===== config.mk =====
export PLATFORM = sky130hd
export DESIGN_NAME = cpu_axi_bridge_flat
export DESIGN_NICKNAME = d
export VERILOG_FILES = /design/src/rtl/cpu_axi_bridge_pkg.sv /design/src/rtl/cpu_axi_bridge_if.sv /design/src/rtl/cpu_axi_bridge_wr.sv /design/src/rtl/cpu_axi_bridge.sv /design/src/flat_wrapper.sv
export SDC_FILE = /design/constraint.sdc
export NUM_CORES = 1
export LEC_CHECK = 0
export ABC_CLOCK_PERIOD_IN_PS = 3200
export BUFFER_PORTS_ARGS = -buffer_cell sky130_fd_sc_hd__buf_4
export CAP_MARGIN = 10
export CORE_AREA = 4 4 131 133
export DETAILED_ROUTE_END_ITERATION = 7
export DIE_AREA = 0 0 135 137
export GPL_ROUTABILITY_DRIVEN = 1
export MAX_ROUTING_LAYER = met4
export PLACE_DENSITY = 0.72
export SYNTH_ARGS = -nofsm -noshare
export SYNTH_HDL_FRONTEND = slang
export SYNTH_SLANG_ARGS = --single-unit

===== constraint.sdc =====
create_clock -name clk -period 3.2 [get_ports clk]
set_input_delay 0 -clock clk [delete_from_list [all_inputs] [get_ports clk]]
set_output_delay 0 -clock clk [all_outputs]
set_load 0.02 [all_outputs]

===== src/rtl/cpu_axi_bridge_pkg.sv =====
// Shared types and constants for the SRAM-like to AXI bridge: FSM state
// encodings, default transaction ids and field widths.
package cpu_axi_bridge_pkg;

    localparam int AXI_ID_W    = 4;
    localparam int SRAM_SIZE_W = 2;
    localparam int AXI_SIZE_W  = 3;

    localparam logic [AXI_ID_W-1:0] INST_ID_DEF = 4'd0;
    localparam logic [AXI_ID_W-1:0] DATA_ID_DEF = 4'd1;

    typedef enum logic [1:0] {
        RD_IDLE = 2'd0,
        RD_AR   = 2'd1,
        RD_R    = 2'd2
    } rd_state_e;

    typedef enum logic [1:0] {
        WR_IDLE = 2'd0,
        WR_AWW  = 2'd1,
        WR_B    = 2'd2
    } wr_state_e;

    // SRAM size is log2(bytes); AXI size uses the same encoding one bit wider.
    function automatic logic [AXI_SIZE_W-1:0] axi_size(input logic [SRAM_SIZE_W-1:0] s);
        return {1'b0, s};
    endfunction

endpackage


===== src/rtl/cpu_axi_bridge_if.sv =====
// AXI read/write channel bundle between the bridge (master) and the interconnect (slave).
// Handshake: a transfer happens on a rising clk edge where valid and ready are both 1;
// the source holds payload stable while valid is high and ready is low.
interface cpu_axi_bridge_if;
    import cpu_axi_bridge_pkg::*;

    logic [AXI_ID_W-1:0]   arid;
    logic [31:0]           araddr;
    logic [AXI_SIZE_W-1:0] arsize;
    logic                  arvalid;
    logic                  arready;
    logic [AXI_ID_W-1:0]   rid;
    logic [31:0]           rdata;
    logic                  rvalid;
    logic                  rready;
    logic [31:0]           awaddr;
    logic [AXI_SIZE_W-1:0] awsize;
    logic                  awvalid;
    logic                  awready;
    logic [31:0]           wdata;
    logic [3:0]            wstrb;
    logic                  wvalid;
    logic                  wready;
    logic                  bvalid;
    logic                  bready;

    modport master (
        output arid, araddr, arsize, arvalid, rready,
        output awaddr, awsize, awvalid, wdata, wstrb, wvalid, bready,
        input  arready, rid, rdata, rvalid, awready, wready, bvalid
    );

    modport slave (
        input  arid, araddr, arsize, arvalid, rready,
        input  awaddr, awsize, awvalid, wdata, wstrb, wvalid, bready,
        output arready, rid, rdata, rvalid, awready, wready, bvalid
    );

endinterface


===== src/rtl/cpu_axi_bridge_wr.sv =====
// Write channel engine: latches one data-port write, drives AW and W independently,
// acknowledges the core once both are accepted, then waits for the B response.
module cpu_axi_bridge_wr
    import cpu_axi_bridge_pkg::*;
(
    input  logic                   clk,
    input  logic                   resetn,
    input  logic                   req_i,
    input  logic                   wr_i,
    input  logic                   block_i,
    input  logic [SRAM_SIZE_W-1:0] size_i,
    input  logic [3:0]             wstrb_i,
    input  logic [31:0]            addr_i,
    input  logic [31:0]            wdata_i,
    output logic                   addr_ok_o,
    output logic                   data_ok_o,
    output logic                   idle_o,
    output wr_state_e              state_o,
    output logic [31:0]            awaddr_o,
    output logic [AXI_SIZE_W-1:0]  awsize_o,
    output logic                   awvalid_o,
    input  logic                   awready_i,
    output logic [31:0]            wdata_o,
    output logic [3:0]             wstrb_o,
    output logic                   wvalid_o,
    input  logic                   wready_i,
    input  logic                   bvalid_i,
    output logic                   bready_o
);

    wr_state_e              state_q, state_d;
    logic [31:0]            addr_q, addr_d;
    logic [31:0]            wdata_q, wdata_d;
    logic [3:0]             wstrb_q, wstrb_d;
    logic [SRAM_SIZE_W-1:0] size_q, size_d;
    logic                   aw_done_q, aw_done_d;
    logic                   w_done_q, w_done_d;

    always_comb begin
        state_d   = state_q;
        addr_d    = addr_q;
        wdata_d   = wdata_q;
        wstrb_d   = wstrb_q;
        size_d    = size_q;
        aw_done_d = aw_done_q;
        w_done_d  = w_done_q;
        awvalid_o = 1'b0;
        wvalid_o  = 1'b0;
        bready_o  = 1'b0;
        addr_ok_o = 1'b0;
        data_ok_o = 1'b0;
        case (state_q)
            WR_IDLE: begin
                if (req_i && wr_i && !block_i) begin
                    addr_d    = addr_i;
                    wdata_d   = wdata_i;
                    wstrb_d   = wstrb_i;
                    size_d    = size_i;
                    aw_done_d = 1'b0;
                    w_done_d  = 1'b0;
                    state_d   = WR_AWW;
                end
            end
            WR_AWW: begin
                awvalid_o = !aw_done_q;
                wvalid_o  = !w_done_q;
                if (!aw_done_q && awready_i) aw_done_d = 1'b1;
                if (!w_done_q && wready_i)   w_done_d  = 1'b1;
                // Both channels may complete in the same cycle or in either order.
                if (aw_done_d && w_done_d) begin
                    addr_ok_o = 1'b1;
                    state_d   = WR_B;
                end
            end
            WR_B: begin
                bready_o = 1'b1;
                if (bvalid_i) begin
                    data_ok_o = 1'b1;
                    state_d   = WR_IDLE;
                end
            end
            default: state_d = WR_IDLE;
        endcase
    end

    always_ff @(posedge clk or negedge resetn) begin
        if (!resetn) begin
            state_q   <= WR_IDLE;
            addr_q    <= '0;
            wdata_q   <= '0;
            wstrb_q   <= '0;
            size_q    <= '0;
            aw_done_q <= 1'b0;
            w_done_q  <= 1'b0;
        end else begin
            state_q   <= state_d;
            addr_q    <= addr_d;
            wdata_q   <= wdata_d;
            wstrb_q   <= wstrb_d;
            size_q    <= size_d;
            aw_done_q <= aw_done_d;
            w_done_q  <= w_done_d;
        end
    end

    assign idle_o   = (state_q == WR_IDLE);
    assign state_o  = state_q;
    assign awaddr_o = addr_q;
    assign awsize_o = axi_size(size_q);
    assign wdata_o  = wdata_q;
    assign wstrb_o  = wstrb_q;

endmodule


===== src/rtl/cpu_axi_bridge.sv =====
// Bridges the core's instruction and data SRAM-like ports onto one AXI master:
// read arbitration and read FSM live here, writes go through cpu_axi_bridge_wr.
module cpu_axi_bridge
    import cpu_axi_bridge_pkg::*;
#(
    parameter logic [AXI_ID_W-1:0] INST_ID = INST_ID_DEF,
    parameter logic [AXI_ID_W-1:0] DATA_ID = DATA_ID_DEF
) (
    input  logic                   clk,
    input  logic                   resetn,
    input  logic                   inst_sram_req,
    input  logic [SRAM_SIZE_W-1:0] inst_sram_size,
    input  logic [31:0]            inst_sram_addr,
    output logic                   inst_sram_addr_ok,
    output logic                   inst_sram_data_ok,
    output logic [31:0]            inst_sram_rdata,
    input  logic                   data_sram_req,
    input  logic                   data_sram_wr,
    input  logic [SRAM_SIZE_W-1:0] data_sram_size,
    input  logic [3:0]             data_sram_wstrb,
    input  logic [31:0]            data_sram_addr,
    input  logic [31:0]            data_sram_wdata,
    output logic                   data_sram_addr_ok,
    output logic                   data_sram_data_ok,
    output logic [31:0]            data_sram_rdata,
    cpu_axi_bridge_if.master       axi,
    output rd_state_e              dbg_rd_state,
    output wr_state_e              dbg_wr_state
);

    rd_state_e              rd_state_q, rd_state_d;
    logic [AXI_ID_W-1:0]    rd_id_q, rd_id_d;
    logic [31:0]            rd_addr_q, rd_addr_d;
    logic [SRAM_SIZE_W-1:0] rd_size_q, rd_size_d;
    logic                   rd_arvalid, rd_rready;
    logic                   inst_aok, inst_dok, data_rd_aok, data_rd_dok;
    logic                   rd_holds_data;
    logic                   wr_idle, wr_addr_ok, wr_data_ok;
    logic [31:0]            wr_awaddr, wr_wdata;
    logic [AXI_SIZE_W-1:0]  wr_awsize;
    logic [3:0]             wr_wstrb;
    logic                   wr_awvalid, wr_wvalid, wr_bready;

    // A data write must not overtake a data read still in flight.
    assign rd_holds_data = (rd_state_q != RD_IDLE) && (rd_id_q == DATA_ID);

    always_comb begin
        rd_state_d  = rd_state_q;
        rd_id_d     = rd_id_q;
        rd_addr_d   = rd_addr_q;
        rd_size_d   = rd_size_q;
        rd_arvalid  = 1'b0;
        rd_rready   = 1'b0;
        inst_aok    = 1'b0;
        inst_dok    = 1'b0;
        data_rd_aok = 1'b0;
        data_rd_dok = 1'b0;
        case (rd_state_q)
            RD_IDLE: begin
                // Data reads win, but only once no write is pending on the data port.
                if (data_sram_req && !data_sram_wr && wr_idle) begin
                    rd_id_d    = DATA_ID;
                    rd_addr_d  = data_sram_addr;
                    rd_size_d  = data_sram_size;
                    rd_state_d = RD_AR;
                end else if (inst_sram_req) begin
                    rd_id_d    = INST_ID;
                    rd_addr_d  = inst_sram_addr;
                    rd_size_d  = inst_sram_size;
                    rd_state_d = RD_AR;
                end
            end
            RD_AR: begin
                rd_arvalid = 1'b1;
                if (axi.arready) begin
                    inst_aok    = (rd_id_q == INST_ID);
                    data_rd_aok = (rd_id_q == DATA_ID);
                    rd_state_d  = RD_R;
                end
            end
            RD_R: begin
                rd_rready = 1'b1;
                if (axi.rvalid) begin
                    if (axi.rid == rd_id_q) begin
                        inst_dok    = (rd_id_q == INST_ID);
                        data_rd_dok = (rd_id_q == DATA_ID);
                    end
                    rd_state_d = RD_IDLE;
                end
            end
            default: rd_state_d = RD_IDLE;
        endcase
    end

    always_ff @(posedge clk or negedge resetn) begin
        if (!resetn) begin
            rd_state_q <= RD_IDLE;
            rd_id_q    <= '0;
            rd_addr_q  <= '0;
            rd_size_q  <= '0;
        end else begin
            rd_state_q <= rd_state_d;
            rd_id_q    <= rd_id_d;
            rd_addr_q  <= rd_addr_d;
            rd_size_q  <= rd_size_d;
        end
    end

    cpu_axi_bridge_wr u_wr (
        .clk       (clk),
        .resetn    (resetn),
        .req_i     (data_sram_req),
        .wr_i      (data_sram_wr),
        .block_i   (rd_holds_data),
        .size_i    (data_sram_size),
        .wstrb_i   (data_sram_wstrb),
        .addr_i    (data_sram_addr),
        .wdata_i   (data_sram_wdata),
        .addr_ok_o (wr_addr_ok),
        .data_ok_o (wr_data_ok),
        .idle_o    (wr_idle),
        .state_o   (dbg_wr_state),
        .awaddr_o  (wr_awaddr),
        .awsize_o  (wr_awsize),
        .awvalid_o (wr_awvalid),
        .awready_i (axi.awready),
        .wdata_o   (wr_wdata),
        .wstrb_o   (wr_wstrb),
        .wvalid_o  (wr_wvalid),
        .wready_i  (axi.wready),
        .bvalid_i  (axi.bvalid),
        .bready_o  (wr_bready)
    );

    assign axi.arid    = rd_id_q;
    assign axi.araddr  = rd_addr_q;
    assign axi.arsize  = axi_size(rd_size_q);
    assign axi.arvalid = rd_arvalid;
    assign axi.rready  = rd_rready;
    assign axi.awaddr  = wr_awaddr;
    assign axi.awsize  = wr_awsize;
    assign axi.awvalid = wr_awvalid;
    assign axi.wdata   = wr_wdata;
    assign axi.wstrb   = wr_wstrb;
    assign axi.wvalid  = wr_wvalid;
    assign axi.bready  = wr_bready;

    assign inst_sram_addr_ok = inst_aok;
    assign inst_sram_data_ok = inst_dok;
    assign inst_sram_rdata   = axi.rdata;
    // Ordering rules keep a data read and a data write from acknowledging together.
    assign data_sram_addr_ok = data_rd_aok | wr_addr_ok;
    assign data_sram_data_ok = data_rd_dok | wr_data_ok;
    assign data_sram_rdata   = axi.rdata;
    assign dbg_rd_state      = rd_state_q;

endmodule


===== src/flat_wrapper.sv =====
// flat-port wrapper written by rule: the top's interface ports become plain ports
module cpu_axi_bridge_flat import cpu_axi_bridge_pkg::*;
#(
    parameter logic [AXI_ID_W-1:0] INST_ID = INST_ID_DEF,
    parameter logic [AXI_ID_W-1:0] DATA_ID = DATA_ID_DEF
)
  (clk, resetn, inst_sram_req, inst_sram_size, inst_sram_addr, inst_sram_addr_ok, inst_sram_data_ok, inst_sram_rdata, data_sram_req, data_sram_wr, data_sram_size, data_sram_wstrb, data_sram_addr, data_sram_wdata, data_sram_addr_ok, data_sram_data_ok, data_sram_rdata, dbg_rd_state, dbg_wr_state, axi_arid, axi_araddr, axi_arsize, axi_arvalid, axi_rready, axi_awaddr, axi_awsize, axi_awvalid, axi_wdata, axi_wstrb, axi_wvalid, axi_bready, axi_arready, axi_rid, axi_rdata, axi_rvalid, axi_awready, axi_wready, axi_bvalid);
  cpu_axi_bridge_if axi_i ();
  input  logic clk;
  input  logic resetn;
  input  logic inst_sram_req;
  input  logic [SRAM_SIZE_W-1:0] inst_sram_size;
  input  logic [31:0] inst_sram_addr;
  output logic inst_sram_addr_ok;
  output logic inst_sram_data_ok;
  output logic [31:0] inst_sram_rdata;
  input  logic data_sram_req;
  input  logic data_sram_wr;
  input  logic [SRAM_SIZE_W-1:0] data_sram_size;
  input  logic [3:0] data_sram_wstrb;
  input  logic [31:0] data_sram_addr;
  input  logic [31:0] data_sram_wdata;
  output logic data_sram_addr_ok;
  output logic data_sram_data_ok;
  output logic [31:0] data_sram_rdata;
  output rd_state_e dbg_rd_state;
  output wr_state_e dbg_wr_state;
  output wire logic [$bits(axi_i.arid)-1:0] axi_arid;
  output wire logic [$bits(axi_i.araddr)-1:0] axi_araddr;
  output wire logic [$bits(axi_i.arsize)-1:0] axi_arsize;
  output wire logic [$bits(axi_i.arvalid)-1:0] axi_arvalid;
  output wire logic [$bits(axi_i.rready)-1:0] axi_rready;
  output wire logic [$bits(axi_i.awaddr)-1:0] axi_awaddr;
  output wire logic [$bits(axi_i.awsize)-1:0] axi_awsize;
  output wire logic [$bits(axi_i.awvalid)-1:0] axi_awvalid;
  output wire logic [$bits(axi_i.wdata)-1:0] axi_wdata;
  output wire logic [$bits(axi_i.wstrb)-1:0] axi_wstrb;
  output wire logic [$bits(axi_i.wvalid)-1:0] axi_wvalid;
  output wire logic [$bits(axi_i.bready)-1:0] axi_bready;
  input wire logic [$bits(axi_i.arready)-1:0] axi_arready;
  input wire logic [$bits(axi_i.rid)-1:0] axi_rid;
  input wire logic [$bits(axi_i.rdata)-1:0] axi_rdata;
  input wire logic [$bits(axi_i.rvalid)-1:0] axi_rvalid;
  input wire logic [$bits(axi_i.awready)-1:0] axi_awready;
  input wire logic [$bits(axi_i.wready)-1:0] axi_wready;
  input wire logic [$bits(axi_i.bvalid)-1:0] axi_bvalid;
  assign axi_arid = axi_i.arid;
  assign axi_araddr = axi_i.araddr;
  assign axi_arsize = axi_i.arsize;
  assign axi_arvalid = axi_i.arvalid;
  assign axi_rready = axi_i.rready;
  assign axi_awaddr = axi_i.awaddr;
  assign axi_awsize = axi_i.awsize;
  assign axi_awvalid = axi_i.awvalid;
  assign axi_wdata = axi_i.wdata;
  assign axi_wstrb = axi_i.wstrb;
  assign axi_wvalid = axi_i.wvalid;
  assign axi_bready = axi_i.bready;
  assign axi_i.arready = axi_arready;
  assign axi_i.rid = axi_rid;
  assign axi_i.rdata = axi_rdata;
  assign axi_i.rvalid = axi_rvalid;
  assign axi_i.awready = axi_awready;
  assign axi_i.wready = axi_wready;
  assign axi_i.bvalid = axi_bvalid;
  cpu_axi_bridge #(.INST_ID(INST_ID), .DATA_ID(DATA_ID)) u_core (.clk(clk), .resetn(resetn), .inst_sram_req(inst_sram_req), .inst_sram_size(inst_sram_size), .inst_sram_addr(inst_sram_addr), .inst_sram_addr_ok(inst_sram_addr_ok), .inst_sram_data_ok(inst_sram_data_ok), .inst_sram_rdata(inst_sram_rdata), .data_sram_req(data_sram_req), .data_sram_wr(data_sram_wr), .data_sram_size(data_sram_size), .data_sram_wstrb(data_sram_wstrb), .data_sram_addr(data_sram_addr), .data_sram_wdata(data_sram_wdata), .data_sram_addr_ok(data_sram_addr_ok), .data_sram_data_ok(data_sram_data_ok), .data_sram_rdata(data_sram_rdata), .axi(axi_i), .dbg_rd_state(dbg_rd_state), .dbg_wr_state(dbg_wr_state));
endmodule

==> results of run 1 <==
==> cell usage in the layout, fill, tap and decap left out <==
cell type	n
nand2b_1	3
nor2_1	7
nand4_1	69
buf_12	1
nor2_4	1
o21ai_1	1
inv_1	3
nand3b_1	34
o22ai_1	2
a21o_1	1
inv_6	1
clkbuf_16	9
o21ai_0	1
nand3_1	34
nor2b_1	3
mux2_2	68
nor4b_4	1
a32o_1	1
nand2_1	37
dfrtp_1	111
buf_4	241
and4_2	1
a221oi_2	1
mux2_1	2
nor3b_1	1
a21oi_1	3
o2bb2ai_1	1
clkinv_4	1
or2_2	1
or4b_2	1
inv_8	4
dlygate4sd3_1	113
nor4_1	1
clkinvlp_4	1
conb_1	5
==> worst paths after layout <==
kind | endpoint | slack [ns]
worst max register to register | u_core.axi.araddr[14] | 0.59
worst min register to register | u_core.u_wr.wdata_o[2] | 0.50
worst max-delay path | u_core.axi.araddr[14] | 0.59
max in group asynchronous | u_core.axi.araddr[24] | 2.19
worst min-delay path | data_sram_rdata[17] | 0.00001
min in group asynchronous | u_core.u_wr.wdata_o[1] | 0.22
==> state kept, by name (all words and copies together) (netlist names) <==
signal,flops
u_core.u_wr.wdata_o,32
u_core.u_wr.aw_done_q,1
u_core.u_wr.awaddr_o,32
u_core.u_wr.wstrb_o,4
u_core.axi.araddr,32
u_core.u_wr.w_done_q,1
u_core.rd_size_q,2
u_core.axi.arid,1
u_core.dbg_rd_state,2
u_core.u_wr.state_o,2
u_core.u_wr.size_q,2
==> critical path, stage by stage (launching register included) <==
cell	delay, ns
dfrtp_1	0.48
or4b_2	0.70
buf_4	0.38
nand4_1	0.20
nand4_1	0.10
dlygate4sd3_1	0.59
==> stage by stage <==
stage	instance area, um^2	worst slack [ns]
global route	8335	0.5381
global placement	6909	1.127
floorplan	5487	1.506
finish	8335	0.5874
detailed placement	6909	1.101
CTS	8335	0.6722
==> routing by layer <==
metal / vias up / share of wire / global-route usage
met1: 2407 / 0.38 / 0.2236
met4: 0 / 0.021 / 0.06159
met2: 268 / 0.52 / 0.3469
li1: 2219 / - / -
met3: 33 / 0.078 / 0.04926
met5: - / 0 / -
==> power breakdown <==
part	leakage [nW]	internal [W]	switching, W
sequential	1.31	0.00213	0.000511
clock	0.144	0.000556	0.000578
combinational	2.35	0.00188	0.00229
total	3.80	0.00457	0.00338
==> final cells by class <==
class / count / area, um^2
fillers: 1318 / 7492
repair buffers: 355 / 2960
flip-flops and latches: 111 / 2778
multi-input cells: 280 / 2021
well taps: 216 / 270.3
clock buffers: 9 / 225.2
clock inverters: 7 / 70.07
inverters: 3 / 11.26
==> kinds of logic (layout without fill, tap and decap cells) <==
group                  after synthesis  after routing  synth area share
and+or+nand+nor                    194            194            0.2042
DFF                                111            111            0.5077
buffers and inverters              110            374            0.1290
AOI/OAI and AO/OA                   11             11           0.01440
muxes                               70             70            0.1441
other                                1              5         0.0006854
==> results_dict.tcl, run 1 <==
set metrics [dict create \
    outcome "finished clean" \
    grt_max_degree 71 \
    rsz0062_at_grt "false" \
    arrival_ns 2.84 \
    synth.most_common_cell "dfrtp_1" \
    antenna_found_initial 0 \
    yosysWarnings 0 \
    finalSetupViolCount 0 \
    tns_ns 0 \
    ys_types 31 \
    synth_async_sr_flop_share 1.000 \
    drt.antenna.violating_nets 0 \
    via_count 4927 \
    total_power_w 0.007947 \
    die_height_um 137 \
    hold_buffers 113 \
    crit-reg2reg-launch "u_core.u_wr.state_o[0]" \
    synth_top_area_cell "dfrtp_1" \
    startpoint_type "register" \
    seq_area_frac_synth 0.5077 \
    clock-sinks 111 \
    min_period_ns 2.613 \
    grt_pass1_vias 5275 \
    ys_top_cells_by_area "dfrtp_1, mux2_2, buf_4" \
    p_leak_nw 3.801 \
    r2r_cells 5 \
    area_growth_pct 52.34 \
    hold_class "in -> out" \
    holdPathStages 0 \
    layout.nets 910 \
    gr-total-overflow 0 \
    numCtsBuffers 9 \
    cts_root_buffer "clkbuf_16" \
    via_per_inst 5.022 \
    finalNonFillerCells 981 \
    start_util 0.3457 \
    clk_pin_slew_ns 0.08 \
    clock_skew_ns 0.007807 \
    dr.pass1.iters 7 \
    clock_path_buffers 2 \
    wl_per_cell_um 18.69 \
    ir_drop_uv 649.4 \
    clkLatencyLatePin_ns 0.35 \
    io_buffers 235 \
    drc 0 \
    worstSetupPathType "reg -> reg" \
    grt_first_pass_wirelength_um 27930 \
    hold_viol_final 0 \
    fp-row-count 46 \
    worstPathMaxFanout 69 \
    p_per_area_nw_per_um2 953.4 \
    postRouteWirelength_um 18340 \
    timing.fmax_mhz 382.8 \
    relSlewSlack 0.4494 \
    core_area_um2 15830 \
    drv_cap 0 \
    cts_setup_buffers 0 \
    pin_count 337 \
    diodes 0 \
    drv_slew 0 \
    required_ns 3.43 \
    drive_gt1_frac 0.4340 \
    whs_ns 0.00001016 \
    syn_inst 497 \
    postLayoutCoreUtil 0.5266 \
    synth_seq_cells 111 \
    syn_avg_cell_area_um2 11.01 \
    synth_edf_count 0 \
    synthesis.area_um2 5471 \
    critPathLaunch "u_core.u_wr.state_o[0]" \
    first_iter_violations 233 \
    finalCritPeriodShare 0.8164 \
    gp_congestion 0.7607 \
    ys.flop_type "dfrtp_1" \
    grt.total_usage 0.1978 \
    h-tree-depth 3 \
    dp_cells 852 \
    ys_top_cells_by_count "dfrtp_1, buf_4, nand4_1, mux2_2, nand2_1" \
    cts_resized 0 \
    die_x_um 135 \
    tritoncts "built" \
    hp-start "axi_rdata[17]" \
    fp.dieArea_um2 18500 \
    yosysTopAreaCellShare 0.5077 \
    tightest_slew_ns 0.8258 \
    worst_setup_path_end_kind "register" \
    dp_hpwl_um 11730 \
]
No activity file was read; power rests on OpenSTA's default activity.
==> run 2: changes to the inputs <==
Settings changed: ABC_CLOCK_PERIOD_IN_PS 3200 to 2650, CORE_AREA 4 4 131 133 to 4 4 129 131, DIE_AREA 0 0 135 137 to 0 0 133 135, PLACE_DENSITY 0.72 to 0.74.
Clock period 3.2 ns to 2.65 ns, I/O delays scaled along.
==> run 2 against run 1 <==
Worst hold slack is essentially flat. Sequential share of layout area is essentially flat. Via count shrank 0.75%. Combinational power grew 20%. Routed wire length shrank 2.4%. Cell count is the same. Largest power group unchanged.
==> results_dict.tcl, run 2 (synthesized netlist as in run 1, its figures left out) <==
set metrics [dict create \
    relSlewSlack 0.4711 \
    met1_usage 0.2298 \
    worstPathCellList "or4b_2 > buf_4 > nand4_1 > nand4_1 > dlygate4sd3_1" \
    layout.nets 910 \
    worst_setup_path_end_kind "register" \
    tritoncts "built" \
    io_buffers 235 \
    finalSetupViolCount 0 \
    fillers 1288 \
    tightest_slew_ns 0.7934 \
    dp_hpwl_um 11790 \
    p_clk_frac 0.143 \
    clock_path_buffers 2 \
    via_per_inst 4.985 \
    gp_congestion 0.7935 \
    start_util 0.3508 \
    clock-sinks 111 \
    use_met3 0.05253 \
    diodes 0 \
    drv_cap 0 \
    area_growth_pct 52.32 \
    gr-max-usage-layer "met2" \
    place_ws_ns 0.6947 \
    crit_path_frequent_cell "nand4_1" \
    die_x_um 133 \
    clkLatencyLatePin_ns 0.35 \
    timing.fmax_mhz 397.7 \
    clk_pin_slew_ns 0.08 \
    p_int_w 0.005504 \
    p_per_area_nw_per_um2 1150 \
    arrival_ns 2.75 \
    seqPwrFrac 0.334 \
    gr-total-overflow 0 \
    total_power_w 0.009586 \
    grt_max_degree 71 \
    worstSetupPathType "reg -> reg" \
    rsz0062_at_grt "false" \
    grt_first_pass_wirelength_um 28180 \
    swShare 0.4258 \
    wl_per_cell_um 18.24 \
    grt_pass1_vias 5317 \
    combPwrFrac 0.523 \
    drive_gt1_frac 0.4366 \
    die_height_um 135 \
    finalCritPeriodShare 0.9489 \
    core_area_um2 15600 \
    outcome "finished clean" \
    required_ns 2.89 \
    min_period_ns 2.515 \
    drc 0 \
    numCtsBuffers 9 \
    worstPathMaxFanout 69 \
    finalNonFillerCells 981 \
    path_buf_inv 2 \
    ir_drop_uv 576.4 \
    dr.pass1.iters 7 \
    pin_count 337 \
    cts_root_buffer "clkbuf_16" \
    hold_class "in -> out" \
    cts_resized 0 \
    startpoint_type "register" \
    p_leak_nw 3.805 \
    max_stage_delay_ns 0.68 \
    hold_viol_final 0 \
    setup_ws_ns 0.1353 \
    path_delay_family "simple AND/OR/NAND/NOR gates" \
    drv_slew 0 \
    first_iter_violations 318 \
    via_count 4890 \
    critPathSlowestCell "or4b_2" \
    h-tree-depth 3 \
    switching_power_w 0.004082 \
    tns_ns 0 \
    drt.antenna.violating_nets 0 \
    layout_common_cells "buf_4, dlygate4sd3_1, dfrtp_1" \
    clock_skew_ns 0.008111 \
    gr-usage-met2 0.3502 \
    final_common_cell "buf_4" \
    fp-row-count 46 \
    antenna_found_initial 0 \
    dp_cells 854 \
    grt.total_usage 0.2020 \
    postRouteWirelength_um 17900 \
    fp.dieArea_um2 17960 \
]
-- run 2: cell type report --
| class | count | area, um^2 | area share |
|---|---|---|---|
| clock buffer | 9 | 225.2 | 0.02702 |
| timing repair buffer | 355 | 2955 | 0.3546 |
| tap | 216 | 270.3 | 0.03243 |
| inverter | 3 | 11.26 | 0.001351 |
| multi-input combinational | 280 | 2021 | 0.2425 |
| clock inverter | 7 | 73.82 | 0.008858 |
| sequential | 111 | 2778 | 0.3333 |
-- run 2: path summary, 6_finish.rpt --
check                                       start                     end  slack [ns]  cells past startpoint
setup / recovery           u_core.u_wr.state_o[0]   u_core.axi.araddr[14]        0.14                      5
min in group asynchronous                  resetn     u_core.rd_size_q[1]        0.20                      2
max in group asynchronous                  resetn   u_core.axi.araddr[26]        1.67                      3
hold / removal                      axi_rdata[24]     data_sram_rdata[24]     0.00001                      0
hold reg to reg            u_core.u_wr.wdata_o[2]  u_core.u_wr.wdata_o[2]        0.50                      1
setup reg to reg           u_core.u_wr.state_o[0]   u_core.axi.araddr[14]        0.14                      5
-- run 2: what timing repair did --
item                       in CTS  in global routing
setup endpoints to repair       0                  0
hold buffers                  111                  0
hold endpoints to repair      155                  0
setup buffers                   0                  0
-- run 2: power groups by stage --
stage               registers [W]  logic (W)  clock network (W)
floorplan                 0.00415    0.00187                  0
global placement          0.00316    0.00477                  0
finish                    0.00320    0.00501            0.00137
detailed placement        0.00320    0.00485                  0
global route              0.00333    0.00536            0.00150
CTS                       0.00318    0.00500            0.00142
-- run 2: worst register-to-register path, cell delays in order (launching register included) --
cell and delay (ns):
dfrtp_1 0.47, or4b_2 0.68, buf_4 0.37, nand4_1 0.22, nand4_1 0.10, dlygate4sd3_1 0.56
-- run 2: layer usage --
metal | routed length [um] | up-vias
li1 | - | 2219
met2 | 9165 | 284
met1 | 6856 | 2350
met5 | 0 | -
met3 | 1481 | 37
met4 | 393 | 0
-- run 2: through the flow --
| step | utilization | cell area [um^2] | hold slack (ns) |
|---|---|---|---|
| floorplan | - | 5487 | -0.2956 |
| global placement | 0.4439 | 6924 | 0.0002111 |
| detailed placement | 0.4439 | 6924 | 0.0002111 |
| CTS | 0.5343 | 8334 | 0.0002111 |
| global route | 0.5343 | 8334 | 0.00003887 |
| finish | 0.5343 | 8334 | 0.000009557 |
